## src/rtl/sync_fifo_param.sv

```systemverilog
// Single-clock FIFO with count-based status flags, sticky error flags and a
// selectable registered or first-word-fall-through read port.
module sync_fifo_param #(
    parameter int WIDTH    = 8,
    parameter int DEPTH    = 32,
    parameter int AF_LEVEL = DEPTH - 4,
    parameter int AE_LEVEL = 4,
    parameter int FWFT     = 0
) (
    input  logic                       clk,
    input  logic                       rst_n,
    input  logic                       clr,
    input  logic [WIDTH-1:0]           data_in,
    input  logic                       wr,
    input  logic                       rd,
    output logic [WIDTH-1:0]           data_out,
    output logic                       full,
    output logic                       empty,
    output logic                       almost_full,
    output logic                       almost_empty,
    output logic [$clog2(DEPTH):0]     count,
    output logic                       overflow,
    output logic                       underflow
);

    localparam int AW = $clog2(DEPTH);
    localparam int CW = AW + 1;

    logic [WIDTH-1:0] mem_q [DEPTH];
    logic [AW-1:0]    wr_ptr_q, wr_ptr_d;
    logic [AW-1:0]    rd_ptr_q, rd_ptr_d;
    logic [CW-1:0]    count_q, count_d;
    logic             overflow_q, overflow_d;
    logic             underflow_q, underflow_d;
    logic             rd_acc, wr_acc;

    always_comb begin
        full         = (count_q == CW'(DEPTH));
        empty        = (count_q == '0);
        almost_full  = (count_q >= CW'(AF_LEVEL));
        almost_empty = (count_q <= CW'(AE_LEVEL));
        count        = count_q;
        overflow     = overflow_q;
        underflow    = underflow_q;
    end

    // A write into a full FIFO is still taken when a read frees a slot on the same edge.
    always_comb begin
        rd_acc      = rd && !empty;
        wr_acc      = wr && (!full || rd_acc);
        wr_ptr_d    = wr_ptr_q;
        rd_ptr_d    = rd_ptr_q;
        count_d     = count_q;
        overflow_d  = overflow_q;
        underflow_d = underflow_q;
        if (clr) begin
            wr_ptr_d    = '0;
            rd_ptr_d    = '0;
            count_d     = '0;
            overflow_d  = 1'b0;
            underflow_d = 1'b0;
        end else begin
            if (wr_acc) wr_ptr_d = wr_ptr_q + 1'b1;
            if (rd_acc) rd_ptr_d = rd_ptr_q + 1'b1;
            case ({wr_acc, rd_acc})
                2'b10:   count_d = count_q + 1'b1;
                2'b01:   count_d = count_q - 1'b1;
                default: count_d = count_q;
            endcase
            if (wr && full && !rd) overflow_d  = 1'b1;
            if (rd && empty)       underflow_d = 1'b1;
        end
    end

    always_ff @(posedge clk or negedge rst_n) begin
        if (!rst_n) begin
            wr_ptr_q    <= '0;
            rd_ptr_q    <= '0;
            count_q     <= '0;
            overflow_q  <= 1'b0;
            underflow_q <= 1'b0;
        end else begin
            wr_ptr_q    <= wr_ptr_d;
            rd_ptr_q    <= rd_ptr_d;
            count_q     <= count_d;
            overflow_q  <= overflow_d;
            underflow_q <= underflow_d;
        end
    end

    // Storage is deliberately not reset; stale words are unreachable once count is 0.
    always_ff @(posedge clk) begin
        if (wr_acc && !clr) mem_q[wr_ptr_q] <= data_in;
    end

    if (FWFT != 0) begin : g_fwft
        always_comb data_out = empty ? '0 : mem_q[rd_ptr_q];
    end else begin : g_reg
        logic [WIDTH-1:0] dout_q, dout_d;

        always_comb begin
            dout_d = dout_q;
            if (clr)         dout_d = '0;
            else if (rd_acc) dout_d = mem_q[rd_ptr_q];
        end

        always_ff @(posedge clk or negedge rst_n) begin
            if (!rst_n) dout_q <= '0;
            else        dout_q <= dout_d;
        end

        always_comb data_out = dout_q;
    end

endmodule
```

## config.mk

```make
export PLATFORM = sky130hd
export DESIGN_NAME = sync_fifo_param
export DESIGN_NICKNAME = d
export VERILOG_FILES = /design/src/rtl/sync_fifo_param.sv
export SDC_FILE = /design/constraint.sdc
export NUM_CORES = 1
export LEC_CHECK = 0
export ABC_AREA = 1
export CAP_MARGIN = 20
export CORE_MARGIN = 1
export CORE_UTILIZATION = 62
export CTS_CLUSTER_SIZE = 24
export DETAILED_ROUTE_END_ITERATION = 7
export GPL_TIMING_DRIVEN = 0
export PLACE_DENSITY = 0.91
export SYNTH_ARGS = -nofsm -noshare
export SYNTH_HDL_FRONTEND = slang
export SYNTH_SLANG_ARGS = --single-unit
```

## constraint.sdc

```tcl
create_clock -name clk -period 3.1 [get_ports clk]
set_clock_uncertainty 0.05 [all_clocks]
set_input_delay 0.62 -clock clk [delete_from_list [all_inputs] [get_ports clk]]
set_output_delay 0.62 -clock clk [all_outputs]
set_load 0.03 [all_outputs]
```

Word level (Yosys, flattened, before mapping)
Memory sizes are Yosys's and may differ from the RTL's.
Index checks and enable logic that the tools add are counted.
{"block": "classes", "addsub": 4, "n_mul": 0, "div": 0, "n_lt_le_gt_ge": 2, "n_eq_ne": 3, "shifts": 0, "muxes": 14, "n_bitwise": 0, "reduce_logical": 17}
{"cell": "$mux W5", "n": 4}
{"cell": "$mux W8", "n": 2}
{"cell": "$pmux W6 S2", "n": 1}
{"cell": "$add A5 B1 Y5 const B", "n": 2}
{"cell": "$reduce_bool A2 Y1", "n": 4}
{"cell": "$add A6 B1 Y6 const B", "n": 1}
{"cell": "$eq A6 B6 Y1 const B", "n": 1}
{"cell": "$ge A6 B5 Y1 const B", "n": 1}
{"cell": "$le A6 B3 Y1 const B", "n": 1}
{"cell": "$logic_and A1 B1 Y1", "n": 6}
{"cell": "$logic_not A6 Y1", "n": 1}
{"cell": "$mux W1", "n": 6}
{"cell": "$mux W6", "n": 1}
{"cell": "$sub A6 B1 Y6 const B", "n": 1}
{"cell": "$logic_not A1 Y1", "n": 4}
{"cell": "$reduce_bool A3 Y1", "n": 1}
{"cell": "$eq A2 B1 Y1 const B", "n": 1}
{"cell": "$eq A2 B2 Y1 const B", "n": 1}
{"cell": "$logic_or A1 B1 Y1", "n": 1}
{"block": "word_totals", "regBits": 26, "latch_bits": 0, "ramBits": 256, "mem_bits_ro": 0, "in_bits": 13, "out_inout_bits": 20, "mem_count": 1}
{"name": "mem_q", "words": 32, "width": 8, "rd": 1, "rd_ports_with_merged_regs": 0, "wr": 1, "line_no": "29", "text": "logic [WIDTH-1:0] mem_q [DEPTH];"}

Logic depth before layout (Yosys ltp)
{"block": "depth", "word_depth": 8, "mapped_depth": 15, "mapped_depth_nobuf": 15}

Least setup slack after synthesis
OpenSTA, ideal clock, no wires.
{"block": "synth_path", "path_type": "register to register", "from": "register count_q[1] (netlist: count[1])", "to": "register count_q[4] (netlist: count[4])", "arrival_ns": 2.178, "path_slack_ns": 0.750, "stages_incl_launch_ff": 16, "path_buffers": 0, "period_less_slack_ns": 2.350, "cell_sequence": "dfrtp_1 nor2_1 nand3_2 nand2_4 inv_2 nand2_2 inv_1 fa_1 nand2_1 inv_1 o21ai_0 nand2_1 xnor2_1 inv_1 nand2_1 o21ai_1"}
{"block": "synth_via", "elab_chain_len": 8}
{"element": "from (decl)", "line_no": "32", "text": "logic [CW-1:0] count_q, count_d;"}
{"element": "from (signal assigned)", "line_no": "85", "text": "count_q <= count_d;"}
{"element": "$logic_not A6 Y1", "line_no": "39", "text": "empty = (count_q == '0);"}
{"element": "$logic_not A1 Y1", "line_no": "49", "text": "rd_acc = rd && !empty;"}
{"element": "$logic_and A1 B1 Y1", "line_no": "49"}
{"element": "$logic_or A1 B1 Y1", "line_no": "50", "text": "wr_acc = wr && (!full || rd_acc);"}
{"element": "$logic_and A1 B1 Y1", "line_no": "50"}
{"element": "$eq A2 B1 Y1 / $eq A2 B2 Y1 (equally long branches)", "line_no": "65", "text": "case ({wr_acc, rd_acc})"}
{"element": "$pmux W6 S2", "line_no": "65"}
{"element": "$mux W6", "line_no": "56", "text": "if (clr) begin"}
Parallel ways exist; a longest one is shown, timed or not.
A chain may end at the register's enable or synchronous reset.

Worst setup path in the final report
{"block": "layout_path", "from": "register count_q[3] (netlist: count[3])", "to": "register count_q[3] (netlist: count[3])"}
Same word-level chain as after synthesis.

==> impl_metrics.env <==
export IMPL_stdcell_area_um2=14000
export IMPL_worst_slew_pin_slew_ns=1.04
export IMPL_synthesis_nets=1216
export IMPL_yosys_top_cells_count="385 x nand2_1, 256 x edfxtp_1, 164 x nand3_1"
export IMPL_post_route_period_util=0.950
export IMPL_cts_buffers=26
export IMPL_slew_headroom=0.302
export IMPL_cp_startpoint="count[3]"
export IMPL_synth_seq_cells=282
export IMPL_drtIter0Drc=1799
export IMPL_routed_top_layer="met4"
export IMPL_die_w_um=143
export IMPL_layout_min_cycle_time_ns=2.94
export IMPL_rsz0062_at_grt="no"
export IMPL_grt_pass1_vias=8933
export IMPL_fin_nets=1284
export IMPL_cts_tree="done"
export IMPL_clkLatencyLatePin_ns=0.54
export IMPL_synth_edf_count=256
export IMPL_synth_largest_area_cell="edfxtp_1"
export IMPL_avgSynthCellArea_um2=10.3
export IMPL_ir_drop_mv=0.571
export IMPL_met3_length_um=4750
export IMPL_wl_um=33600
export IMPL_drtAntennaViolNets=0
export IMPL_dp_hpwl_um=22000
export IMPL_diodes=0
export IMPL_cts_sinks=282
export IMPL_hold_class="primary input to flip-flop"
export IMPL_ioPinCount=33
export IMPL_power_leakage_nw=5.73
export IMPL_clockRootBuffer="clkbuf_16"
export IMPL_grt_first_pass_wirelength_um=50400
export IMPL_path_max_fanout=8
export IMPL_cts_htree_levels=1
export IMPL_max_cap_viol_count=0
export IMPL_drive_gt1_frac=0.0835
export IMPL_rows=51
export IMPL_hold_start="clr"
export IMPL_wl_per_cell_um=21.8
export IMPL_synth_top_area_frac=0.625
export IMPL_initial_core_util=0.632
export IMPL_yosysUniqueCellTypes=31
export IMPL_outcome="completed"
export IMPL_antenna_found_initial=0
export IMPL_gp_congestion=1.05
export IMPL_wl_met1_um=11200
export IMPL_arrival_ns=3.30
export IMPL_grt_use_total=0.344
export IMPL_crit_required_ns=3.45
export IMPL_via_per_inst=6.14
export IMPL_yosysWarnings=0
export IMPL_hold_depth=2
export IMPL_synthesis_area_um2=12300
export IMPL_cts_hold_buf=0
export IMPL_r2r_start="count[3]"
export IMPL_start_kind="flip-flop"
export IMPL_cts_clk_slew_worst_paths_ns=0.06
export IMPL_wl_met2_um=15800
export IMPL_final_hold_violation_count=0
export IMPL_fp_dieH_um=143
export IMPL_path_class="flip-flop to flip-flop"
export IMPL_dpl_cell_area_um2=13200
export IMPL_r2r_cells=13
export IMPL_netlist_top_cells_area="edfxtp_1 63%, nand2_1 12%, nand3_1 6.7%"
export IMPL_slew_viol_final=0
export IMPL_synth_async_reset_ratio=0.0922
export IMPL_dr_total_vias=9491
export IMPL_syn_to_final_growth_pct=14.2
export IMPL_synth_ff_type="edfxtp_1"
export IMPL_syn_inst=1193
export IMPL_io_buffers=31
export IMPL_grt_ovfl_total=0
export IMPL_synth_most_common_cell="nand2_1"
export IMPL_fmax_mhz=340
export IMPL_cellPowerDensity_nw_per_um2=769
export IMPL_grt_max_degree=24
export IMPL_clockBufferDepth=3
export IMPL_drcViolationCount=0
export IMPL_drt_pass1_iter_count=8
export IMPL_seq_area_frac_synth=0.678
export IMPL_die_area_um2=20400
export IMPL_setup_viol=0
export IMPL_crit_path_end_kind="flip-flop"
export IMPL_fin_setup_tns_ns=0
export IMPL_core_area_um2=19500
[state kept, by name (all words and copies together), names as in the netlist]
signal	flops
mem_q	256
count	6
data_out	8
wr_ptr_q	5
rd_ptr_q	5
overflow	1
underflow	1
[cells in the final DEF (no fill, tap or decap), types with 5 or more instances in the layout]
master / Yosys / layout
nand3_1: 164 / 164
nand2_2: 5 / 5
dfrtp_1: 26 / 26
buf_2: 36 / 36
a21oi_1: 21 / 21
nand2_1: 385 / 385
nor3_1: 5 / 5
clkbuf_16: 0 / 27
edfxtp_1: 256 / 256
o21ai_0: 22 / 22
inv_1: 129 / 129
ha_1: 9 / 9
clkbuf_1: 8 / 18
clkdlybuf4s50_1: 0 / 31
nor2_1: 94 / 93
buf_16: 0 / 7
[layout make-up]
class	instances	area, um2
Clock inverter	7	110
Fill cell	1181	5420
Tap cell	265	332
Sequential cell	282	8340
Timing Repair Buffer	40	533
Buffer	50	259
Inverter	135	507
Multi-Input combinational cell	726	3200
Clock buffer	41	768
[metal layers]
| layer | global-route usage | up-vias |
|---|---|---|
| li1 | - | 4081 |
| met3 | 0.0835 | 185 |
| met4 | 0.175 | 0 |
| met5 | 0 | - |
| met1 | 0.439 | 4347 |
| met2 | 0.551 | 878 |
[final timing paths]
kind	to	slack, ns
worst max-delay path	count[3]	0.16
worst min-delay path	overflow	0.37
worst max register to register	count[3]	0.16
worst min register to register	data_out[3]	0.44
max in group asynchronous	data_out[1]	2.00
min in group asynchronous	underflow	0.46
[worst max-delay path, cell delays in order, from the launching register on]
cell     delay (ns)
dfrtp_1        0.45
nor2_1         0.24
nand3_2        0.16
nand2_4        0.16
inv_2          0.05
nand2_2        0.10
inv_1          0.14
ha_1           0.38
a21oi_1        0.21
o21ai_0        0.21
xnor2_1        0.36
nor2_1         0.10
nand2_1        0.11
o21ai_1        0.10
[through the flow]
step                       util  instances  total power (W)  hold slack, ns  worst slack [ns]
after global routing      0.722       1546           0.0111           0.394            0.0554
after global placement    0.665       1489          0.00720           0.417             0.128
after CTS                 0.721       1546           0.0106           0.370             0.130
after floorplan               -       1193          0.00625           0.274             0.750
final                     0.722       1546           0.0108           0.370             0.156
after detailed placement  0.676       1498          0.00736           0.424            0.0441
[repair_timing]
action                     CTS  global route
setup buffers                0             0
setup endpoints to repair    0             1
gates resized for setup      0             1
[logic make-up (layout without fill, tap and decap cells)]
logic type / count (synthesis) / count (layout) / share of synthesized area
buf+inv: 185 / 273 / 0.0623
fa+ha+maj: 10 / 10 / 0.0108
xor+xnor: 2 / 2 / 0.00142
flops: 282 / 282 / 0.678
compound gates: 52 / 52 / 0.0235
simple gates: 662 / 662 / 0.224
[power by group]
group	switching (W)	internal, W
sequential	0.000102	0.00425
combinational	0.00226	0.000901
clock	0.00134	0.00195
(Power assumes the default switching activity.)
